==> src/rtl/inst_loader.sv <==
// inst_loader: byte-stream programmer for the instruction store.
// Receives a frame of {count, count*4 data bytes (MSB first), xor checksum}
// and writes big-endian 32-bit words into the instruction RAM, holding the
// CPU until the image is complete and verified.
module inst_loader #(
  parameter int unsigned DEPTH     = 64,
  parameter int unsigned ADDR_W    = 6,
  parameter int unsigned BASE_ADDR = 0,
  parameter int unsigned TIMEOUT   = 1000000
) (
  input  logic              clk,
  input  logic              rst_n,
  input  logic              start,
  input  logic              byte_valid,
  input  logic [7:0]        byte_data,
  output logic              byte_ready,
  output logic              mem_we,
  output logic [ADDR_W-1:0] mem_addr,
  output logic [31:0]       mem_wdata,
  output logic              cpu_hold,
  output logic              busy,
  output logic              done,
  output logic              err,
  output logic [1:0]        err_code
);

  localparam int unsigned NW = $clog2(DEPTH + 1);
  localparam int unsigned TW = (TIMEOUT > 1) ? $clog2(TIMEOUT + 1) : 1;
  localparam logic [TW-1:0] TLIM = TW'((TIMEOUT == 0) ? 0 : TIMEOUT - 1);

  typedef enum logic [2:0] {
    S_IDLE,
    S_COUNT,
    S_DATA,
    S_WRITE,
    S_CHECK,
    S_DONE,
    S_ERR
  } state_t;

  logic [1:0]    rst_sync;
  logic          rst_int_n;
  state_t        state;
  state_t        nxt;
  logic [1:0]    code_n;
  logic          accept;
  logic          wait_st;
  logic          tmo;
  logic [NW-1:0] cnt;
  logic [NW-1:0] idx;
  logic [1:0]    bidx;
  logic [23:0]   shift;
  logic [7:0]    csum;
  logic [TW-1:0] tcnt;

  // Reset asserts immediately and releases two clean edges later.
  always_ff @(posedge clk or negedge rst_n) begin
    if (!rst_n) begin
      rst_sync <= '0;
    end else begin
      rst_sync <= {rst_sync[0], 1'b1};
    end
  end

  assign rst_int_n = rst_sync[1];

  // Next-state and abort-cause decode.
  always_comb begin
    accept  = byte_valid && byte_ready;
    wait_st = (state == S_COUNT) || (state == S_DATA) || (state == S_CHECK);
    tmo     = (TIMEOUT != 0) && wait_st && !accept && (tcnt == TLIM);
    nxt     = state;
    code_n  = err_code;
    case (state)
      S_IDLE, S_DONE, S_ERR: begin
        if (start) begin
          nxt    = S_COUNT;
          code_n = '0;
        end
      end
      S_COUNT: begin
        if (accept) begin
          if ((byte_data == '0) || (32'(byte_data) > DEPTH)) begin
            nxt    = S_ERR;
            code_n = 2'b01;
          end else begin
            nxt = S_DATA;
          end
        end else if (tmo) begin
          nxt    = S_ERR;
          code_n = 2'b11;
        end
      end
      S_DATA: begin
        if (accept) begin
          if (bidx == 2'd3) begin
            nxt = S_WRITE;
          end
        end else if (tmo) begin
          nxt    = S_ERR;
          code_n = 2'b11;
        end
      end
      S_WRITE: begin
        nxt = (idx == cnt - NW'(1)) ? S_CHECK : S_DATA;
      end
      S_CHECK: begin
        if (accept) begin
          if (byte_data == csum) begin
            nxt = S_DONE;
          end else begin
            nxt    = S_ERR;
            code_n = 2'b10;
          end
        end else if (tmo) begin
          nxt    = S_ERR;
          code_n = 2'b11;
        end
      end
      default: nxt = S_IDLE;
    endcase
  end

  // State register, datapath and registered outputs decoded from the next state.
  always_ff @(posedge clk or negedge rst_int_n) begin
    if (!rst_int_n) begin
      state      <= S_IDLE;
      byte_ready <= 1'b0;
      mem_we     <= 1'b0;
      mem_addr   <= '0;
      mem_wdata  <= '0;
      cpu_hold   <= 1'b0;
      busy       <= 1'b0;
      done       <= 1'b0;
      err        <= 1'b0;
      err_code   <= '0;
      cnt        <= '0;
      idx        <= '0;
      bidx       <= '0;
      shift      <= '0;
      csum       <= '0;
      tcnt       <= '0;
    end else begin
      state      <= nxt;
      err_code   <= code_n;
      byte_ready <= (nxt == S_COUNT) || (nxt == S_DATA) || (nxt == S_CHECK);
      busy       <= (nxt == S_COUNT) || (nxt == S_DATA) || (nxt == S_WRITE) ||
                    (nxt == S_CHECK);
      cpu_hold   <= (nxt == S_COUNT) || (nxt == S_DATA) || (nxt == S_WRITE) ||
                    (nxt == S_CHECK) || (nxt == S_ERR);
      done       <= (nxt == S_DONE);
      err        <= (nxt == S_ERR);
      mem_we     <= (nxt == S_WRITE);

      if (wait_st) begin
        tcnt <= accept ? '0 : tcnt + TW'(1);
      end

      case (state)
        S_IDLE, S_DONE, S_ERR: begin
          if (start) begin
            bidx <= '0;
            idx  <= '0;
            csum <= '0;
            tcnt <= '0;
          end
        end
        S_COUNT: begin
          if (accept) begin
            cnt <= NW'(byte_data);
          end
        end
        S_DATA: begin
          if (accept) begin
            shift <= {shift[15:0], byte_data};
            csum  <= csum ^ byte_data;
            bidx  <= bidx + 2'd1;
            if (bidx == 2'd3) begin
              mem_wdata <= {shift, byte_data};
              mem_addr  <= ADDR_W'(BASE_ADDR) + ADDR_W'(idx);
            end
          end
        end
        S_WRITE: begin
          idx <= idx + NW'(1);
        end
        default: ;
      endcase
    end
  end

endmodule

==> config.mk <==
export PLATFORM = sky130hd
export DESIGN_NAME = inst_loader
export DESIGN_NICKNAME = d
export VERILOG_FILES = /design/src/rtl/inst_loader.sv
export SDC_FILE = /design/constraint.sdc
export NUM_CORES = 1
export LEC_CHECK = 0
export CAP_MARGIN = 20
export CELL_PAD_IN_SITES_DETAIL_PLACEMENT = 0
export CELL_PAD_IN_SITES_GLOBAL_PLACEMENT = 1
export CORE_ASPECT_RATIO = 0.8
export CORE_MARGIN = 1.5
export CORE_UTILIZATION = 48
export DETAILED_ROUTE_END_ITERATION = 8
export PLACE_DENSITY_LB_ADDON = 0.2
export RECOVER_POWER = 100
export SLEW_MARGIN = 20
export SYNTH_ARGS = -nofsm -noshare
export SYNTH_HDL_FRONTEND = slang
export SYNTH_SLANG_ARGS = --single-unit
==> constraint.sdc <==
create_clock -name clk -period 11.6 [get_ports clk]
set_clock_uncertainty 0.1 [all_clocks]
set_input_delay 3.48 -clock clk [delete_from_list [all_inputs] [get_ports clk]]
set_output_delay 3.48 -clock clk [all_outputs]
set_load 0.02 [all_outputs]
==> flow_summary.yaml, run 1 <==
clock_network:
  cts_tree: "done"
  clockBufferDepth: 2
  cts-root-buf: "clkbuf_16"
  clkLatencyLatePin_ps: 400
  htreeDepth: 4
  hold_buffers: 0
  numCtsBuffers: 17
  post_cts_resized: 0
  cts.sinks: 119
  cts_setup_buffers: 0
  path_clk_slew_ps: 60
cells_and_area:
  final_cells: 742
  fillers: 899
  multiInputGateArea_um2: 2340
  drive_gt1_share_pct: 14.4
  antennaDiodeCount: 0
  fin_area_um2: 6740
  nets: 601
  area_delta_synth_final_pct: 23.1
  final-seq-area_um2: 2980
timing:
  tightest_slew_ps: 2810
  slew_headroom_pct: -87.5
  holdWs_ps: 254
  maxSlewViolCount: 162
  finalSetupViolations: 0
  rsz0062_at_grt: "no"
  fin_crit_ps: 6220
  fin_crit_sh_pct: 53.6
  fmax_ghz: 0.161
  setup_tns_ps: 0
  hold_violations: 0
  fin_ws_ps: 5380
route:
  vias: 3933
  wl_per_cell_um: 15.8
  vias_per_cell: 5.30
  drt_iter0_drc: 261
  routed_wl_mm: 11.7
  first_pass_iters: 4
  antenna_left: 0
  drc: 0
worst_setup_path:
  cp-end-kind: "flop"
  cp_data_arrival_time_ps: 6440
  crit_fanout: 41
  path_class: "input port to flop"
  cp.required_ps: 11820
  start_kind: "input port"
die:
  rows: 34
  dieArea_um2: 12100
  start_util_pct: 49.9
  ios: 58
  die_h_um: 98.5
  die_x_um: 122
  core_um2: 11000
yosys:
  synth_cells: 527
  synth-seq-cells: 119
  syn_area_per_cell_um2: 10.4
  synth_cell_types: 58
  netlist_top_cells_area: "dfrtp_1, mux2_2, nand2_1"
  synth_seq_area_share_pct: 54.4
  synth_top_area_share_pct: 54.4
  syn_nets: 543
  syn_area_um2: 5470
  synthFlopType: "dfrtp_1"
  async_flop_share_pct: 100
  yosys_warnings: 0
  synth_edf_count: 0
  synth_area_leader_cell: "dfrtp_1"
power_and_ir_drop:
  p_seq_share_pct: 39.1
  powerDensity_nw_per_um2: 232
  intPower_w: 0.00103
  sw_frac_of_total_pct: 33.7
  p_switching_w: 0.000525
  clkPwrFrac_pct: 34.5
  p_comb_share_pct: 26.4
  max-vdd-ir-drop_v: 0.000123
  power_leakage_nw: 3.25
placement:
  hpwl_mm: 7.64
  place.gp.congestion: 0.837
  port_buffers: 57
  postPlaceCellArea_um2: 6160
  pre_cts_ws_ps: 5590
  dp_cells: 710
global_route:
  antenna_found_initial: 0
  grt_use_total_pct: 21.4
  grt_pass1_wl_mm: 20.1
  gr-total-overflow: 0
  grt_pass1_vias: 3918
  grt_max_degree: 64
min_path:
  hold_class: "flop to flop"
outcome:
  violations: "max-capacitance violations, max-slew violations"
  status: "finished with violations"
job:
  cap_violations: 3
-- critical path: stages --
cell and delay (ps):
dlygate4sd3_1 560, and2_0 290, and3_1 1450, a221o_1 250, a21oi_1 100, nand2_2 130
mux2i_1 180
-- power groups by stage --
| stage | Clock [W] | Sequential (W) | Combinational, W |
|---|---|---|---|
| CTS | 0.000548 | 0.000611 | 0.000432 |
| floorplan | 0 | 0.000614 | 0.000284 |
| global route | 0.000566 | 0.000627 | 0.000460 |
| finish | 0.000538 | 0.000609 | 0.000412 |
| global placement | 0 | 0.000614 | 0.000419 |
| detailed placement | 0 | 0.000616 | 0.000425 |
-- cell usage in the layout, fill, tap and decap left out, types with 3 or more instances in the layout --
master and n:
a21oi_1 13, a31oi_1 3, and2_1 4, and3_1 5, and4_1 5, bufinv_16 3, clkbuf_16 17, clkdlybuf4s50_1 7
clkinv_4 3, clkinvlp_4 4, dfrtp_1 119, dlygate4sd3_1 50, ha_1 4, inv_1 10, mux2_2 43, nand2_1 103
nand2b_1 5, nand3_1 11, nand4_1 4, nor2_1 45, nor2b_1 3, nor3_1 4, nor4_1 3, o21ai_0 39
o31ai_1 3, or3_1 3, xnor2_1 12, xor2_1 26
-- synth_stat cells (5+ instances only) --
master / instances
and3_1: 5
xnor2_1: 12
a21oi_1: 12
clkbuf_1: 14
and4_1: 5
mux2_2: 43
nand2b_1: 5
nand2_1: 103
inv_1: 10
o21ai_0: 39
nor2_1: 45
buf_2: 6
xor2_1: 26
nand3_1: 11
dfrtp_1: 119
-- state kept, by name, summed over array words and instances, names as in the netlist --
| name | count |
|---|---|
| state | 3 |
| err | 1 |
| mem_wdata | 32 |
| rst_sync | 2 |
| mem_addr | 6 |
| cnt | 7 |
| busy | 1 |
| mem_we | 1 |
| byte_ready | 1 |
| cpu_hold | 1 |
| idx | 7 |
| done | 1 |
| csum | 8 |
| err_code | 2 |
| shift | 24 |
| tcnt | 20 |
| bidx | 2 |
-- metrics by stage --
| stage | util [%] | total power, W |
|---|---|---|
| floorplan | - | 0.000898 |
| CTS | 61.7 | 0.00159 |
| global placement | 56.1 | 0.00103 |
| detailed placement | 56.1 | 0.00104 |
| finish | 61.4 | 0.00156 |
| global route | 61.4 | 0.00165 |
-- worst paths after layout --
check,slack (ps),from,cells past startpoint,end
setup / recovery,5380,byte_valid,7,byte_ready$_DFF_PN0_
hold / removal,250,rst_sync[0]$_DFF_PN0_,0,rst_sync[1]$_DFF_PN0_
setup reg to reg,6760,rst_sync[1]$_DFF_PN0_,1,tcnt[17]$_DFF_PN0_
hold reg to reg,250,rst_sync[0]$_DFF_PN0_,0,rst_sync[1]$_DFF_PN0_
max in group asynchronous,6760,rst_sync[1]$_DFF_PN0_,1,tcnt[17]$_DFF_PN0_
min in group asynchronous,970,rst_sync[1]$_DFF_PN0_,0,mem_wdata[10]$_DFFE_PN0P_
-- routing by layer --
metal,global-route usage [%],wire (um),part of all wire [%]
met4,7.16,98,0.84
met3,4.80,466,4.0
met5,0,0,0
met1,32.7,5950,51
met2,30.0,5180,44
-- logic make-up (layout without fill, tap and decap cells) --
kind of cell | Yosys count | count (layout) | synth area share [%]
other | 1 | 1 | 0.0685
multiplexers | 44 | 44 | 9.03
adder cells (fa/ha/maj) | 4 | 4 | 0.915
XOR/XNOR | 38 | 38 | 6.08
flip-flops | 119 | 119 | 54.4
AND/OR/NAND/NOR | 213 | 213 | 18.3
buffers and inverters | 31 | 102 | 2.33
AO/OA/AOI/OAI | 77 | 77 | 8.83
-- cell type report --
type / count / share of cell area, %
flip-flops and latches: 119 / 44.2
multi-input cells: 377 / 34.8
repair buffers: 60 / 8.69
clock buffers: 18 / 6.52
well taps: 144 / 2.68
clock inverters: 14 / 2.58
inverters: 10 / 0.557
No activity file was read; power rests on OpenSTA's default activity.
==> run 2: changes to the inputs <==
--- a/config.mk
+++ b/config.mk
@@ -10,7 +10,7 @@
 export CELL_PAD_IN_SITES_GLOBAL_PLACEMENT = 1
 export CORE_ASPECT_RATIO = 0.8
 export CORE_MARGIN = 1.5
-export CORE_UTILIZATION = 48
+export CORE_UTILIZATION = 40
 export DETAILED_ROUTE_END_ITERATION = 8
 export PLACE_DENSITY_LB_ADDON = 0.2
 export RECOVER_POWER = 100
==> constraint.sdc (replaced) <==
create_clock -name clk -period 5.3 [get_ports clk]
set_clock_uncertainty 0.1 [all_clocks]
set_input_delay 1.59 -clock clk [delete_from_list [all_inputs] [get_ports clk]]
set_output_delay 1.59 -clock clk [all_outputs]
set_load 0.02 [all_outputs]
==> run 2 against run 1 <==
  * The run still ends with max-capacitance violations, max-slew violations left
  * Final cell count increased by 5.0%
  * Combinational power increased by 110%
  * Flip-flop and latch count unchanged
  * Highest routed layer unchanged
==> flow_summary.yaml, run 2 (same netlist as run 1, synthesis figures left out) <==
die:
  dieArea_um2: 14400
  ios: 58
  start_util_pct: 40.7
  die_x_um: 134
  core_um2: 13500
  rows: 38
  die_h_um: 108
cells_and_area:
  area_delta_synth_final_pct: 24.3
  nets: 602
  antennaDiodeCount: 0
  largest_register_ffs: 32
  mostFrequentLayoutCells: "dfrtp_1, nand2_1, dlygate4sd3_1"
  drive_gt1_share_pct: 14.5
  reg.largest.list: "mem_wdata (32), shift (24), tcnt (20)"
  final_cells: 779
  final_common_cell: "dfrtp_1"
  top_register: "mem_wdata"
worst_setup_path:
  path_class: "input port to flop"
  cpLargestDelayFamily: "simple AND/OR/NAND/NOR gates"
  path_buf_inv: 2
  path_cells: "dlygate4sd3_1, and2_0, and3_1, buf_4, mux2_2"
  cp.depth: 5
  cp-end-kind: "flop"
  rr_worst_depth: 1
  rr_endpoint: "mem_wdata[22]$_DFFE_PN0P_"
  worst_path_largest_cell_delay_ps: 970
  crit_slowest_cell: "and3_1"
  crit_path_end: "mem_wdata[21]$_DFFE_PN0P_"
  r2r_slack_ps: 1780
  r2r_start: "rst_sync[1]$_DFF_PN0_"
  cp_data_arrival_time_ps: 4250
  start_kind: "input port"
  cp.required_ps: 5490
  crit_fanout: 24
  critical_path.startpoint: "byte_valid"
global_route:
  grt_pass1_vias: 3909
  grt_use_total_pct: 17.5
  grt_max_degree: 60
  antenna_found_initial: 0
  grt_pass1_wl_mm: 19.6
  gr-usage-met3_pct: 4.24
  grt_busiest_layer: "met2"
  grtUsageMet1_pct: 25.1
  use_met2_pct: 25.3
  gr-total-overflow: 0
clock_network:
  clockBufferDepth: 2
  htreeDepth: 4
  cts.sinks: 119
  clkLatencyLatePin_ps: 410
  path_clk_slew_ps: 60
  hold_buffers: 0
  cts-root-buf: "clkbuf_16"
  numCtsBuffers: 17
  post_cts_resized: 0
  cts_tree: "done"
  cts_setup_buffers: 0
timing:
  slew_headroom_pct: -56.8
  hold_violations: 0
  maxSlewViolCount: 60
  fin_crit_ps: 4060
  rsz0062_at_grt: "no"
  finalSetupViolations: 0
  fin_crit_sh_pct: 76.6
  fmax_ghz: 0.246
  tightest_slew_ps: 2350
  setup_tns_ps: 0
  fin_ws_ps: 1240
  holdWs_ps: 254
route:
  antenna_left: 0
  vias_per_cell: 5.02
  drc: 0
  first_pass_iters: 4
  routed_wl_mm: 11.7
  wl_per_cell_um: 15.0
  drt_iter0_drc: 234
  vias: 3914
placement:
  pre_cts_ws_ps: 1220
  hpwl_mm: 7.72
  dp_cells: 747
  place.gp.congestion: 0.823
  port_buffers: 57
outcome:
  violations: "max-capacitance violations, max-slew violations"
  status: "finished with violations"
power_and_ir_drop:
  power_leakage_nw: 3.27
  max-vdd-ir-drop_v: 0.000240
  powerDensity_nw_per_um2: 507
job:
  cap_violations: 1
min_path:
  hold_class: "flop to flop"
  min-delay-start: "rst_sync[0]$_DFF_PN0_"
-- run 2: changes by cell type in the layout (fill, tap and decap cells not counted) --
| cell | before | now |
|---|---|---|
| bufinv_16 | 3 | 4 |
| a21boi_1 | 0 | 1 |
| a21boi_0 | 1 | 0 |
| clkbuf_2 | 0 | 1 |
| clkinv_4 | 3 | 4 |
| buf_4 | 1 | 2 |
| clkbuf_8 | 1 | 0 |
| clkinvlp_4 | 4 | 2 |
-- run 2: cell type report --
type / instances / area, um2
fill: 1221 / 6650
sequential: 119 / 2980
multi-input combinational: 377 / 2340
timing repair buffer: 61 / 594
clock buffer: 18 / 429
tap: 180 / 225
clock inverter: 14 / 198
inverter: 10 / 37.5
-- run 2: layer usage --
metal	vias up	share of wire, %
met5	-	0
met4	0	0.85
met3	11	3.9
met2	79	44
met1	1907	51
li1	1917	-
-- run 2: how the worst min path moves through the flow --
stage / end / slack [ps] / cells past startpoint
floorplan: rst_sync[1]$_DFF_PN0_ / 230 / 0
global placement: rst_sync[1]$_DFF_PN0_ / 240 / 0
detailed placement: rst_sync[1]$_DFF_PN0_ / 240 / 0
CTS: rst_sync[1]$_DFF_PN0_ / 260 / 0
global route: rst_sync[1]$_DFF_PN0_ / 260 / 0
finish: rst_sync[1]$_DFF_PN0_ / 250 / 0
-- run 2: per-stage QoR --
| stage | power, W | utilization [%] | area [um2] |
|---|---|---|---|
| floorplan | 0.00197 | - | 5470 |
| global placement | 0.00226 | 46.2 | 6210 |
| global route | 0.00366 | 50.6 | 6800 |
| CTS | 0.00353 | 50.9 | 6840 |
| detailed placement | 0.00228 | 46.2 | 6220 |
| finish | 0.00345 | 50.6 | 6800 |
-- run 2: where the power goes --
group	switching, W	leakage, nW	internal [W]
clock network	0.000436	0.301	0.000790
registers	0.000212	1.58	0.00112
logic	0.000500	1.39	0.000385
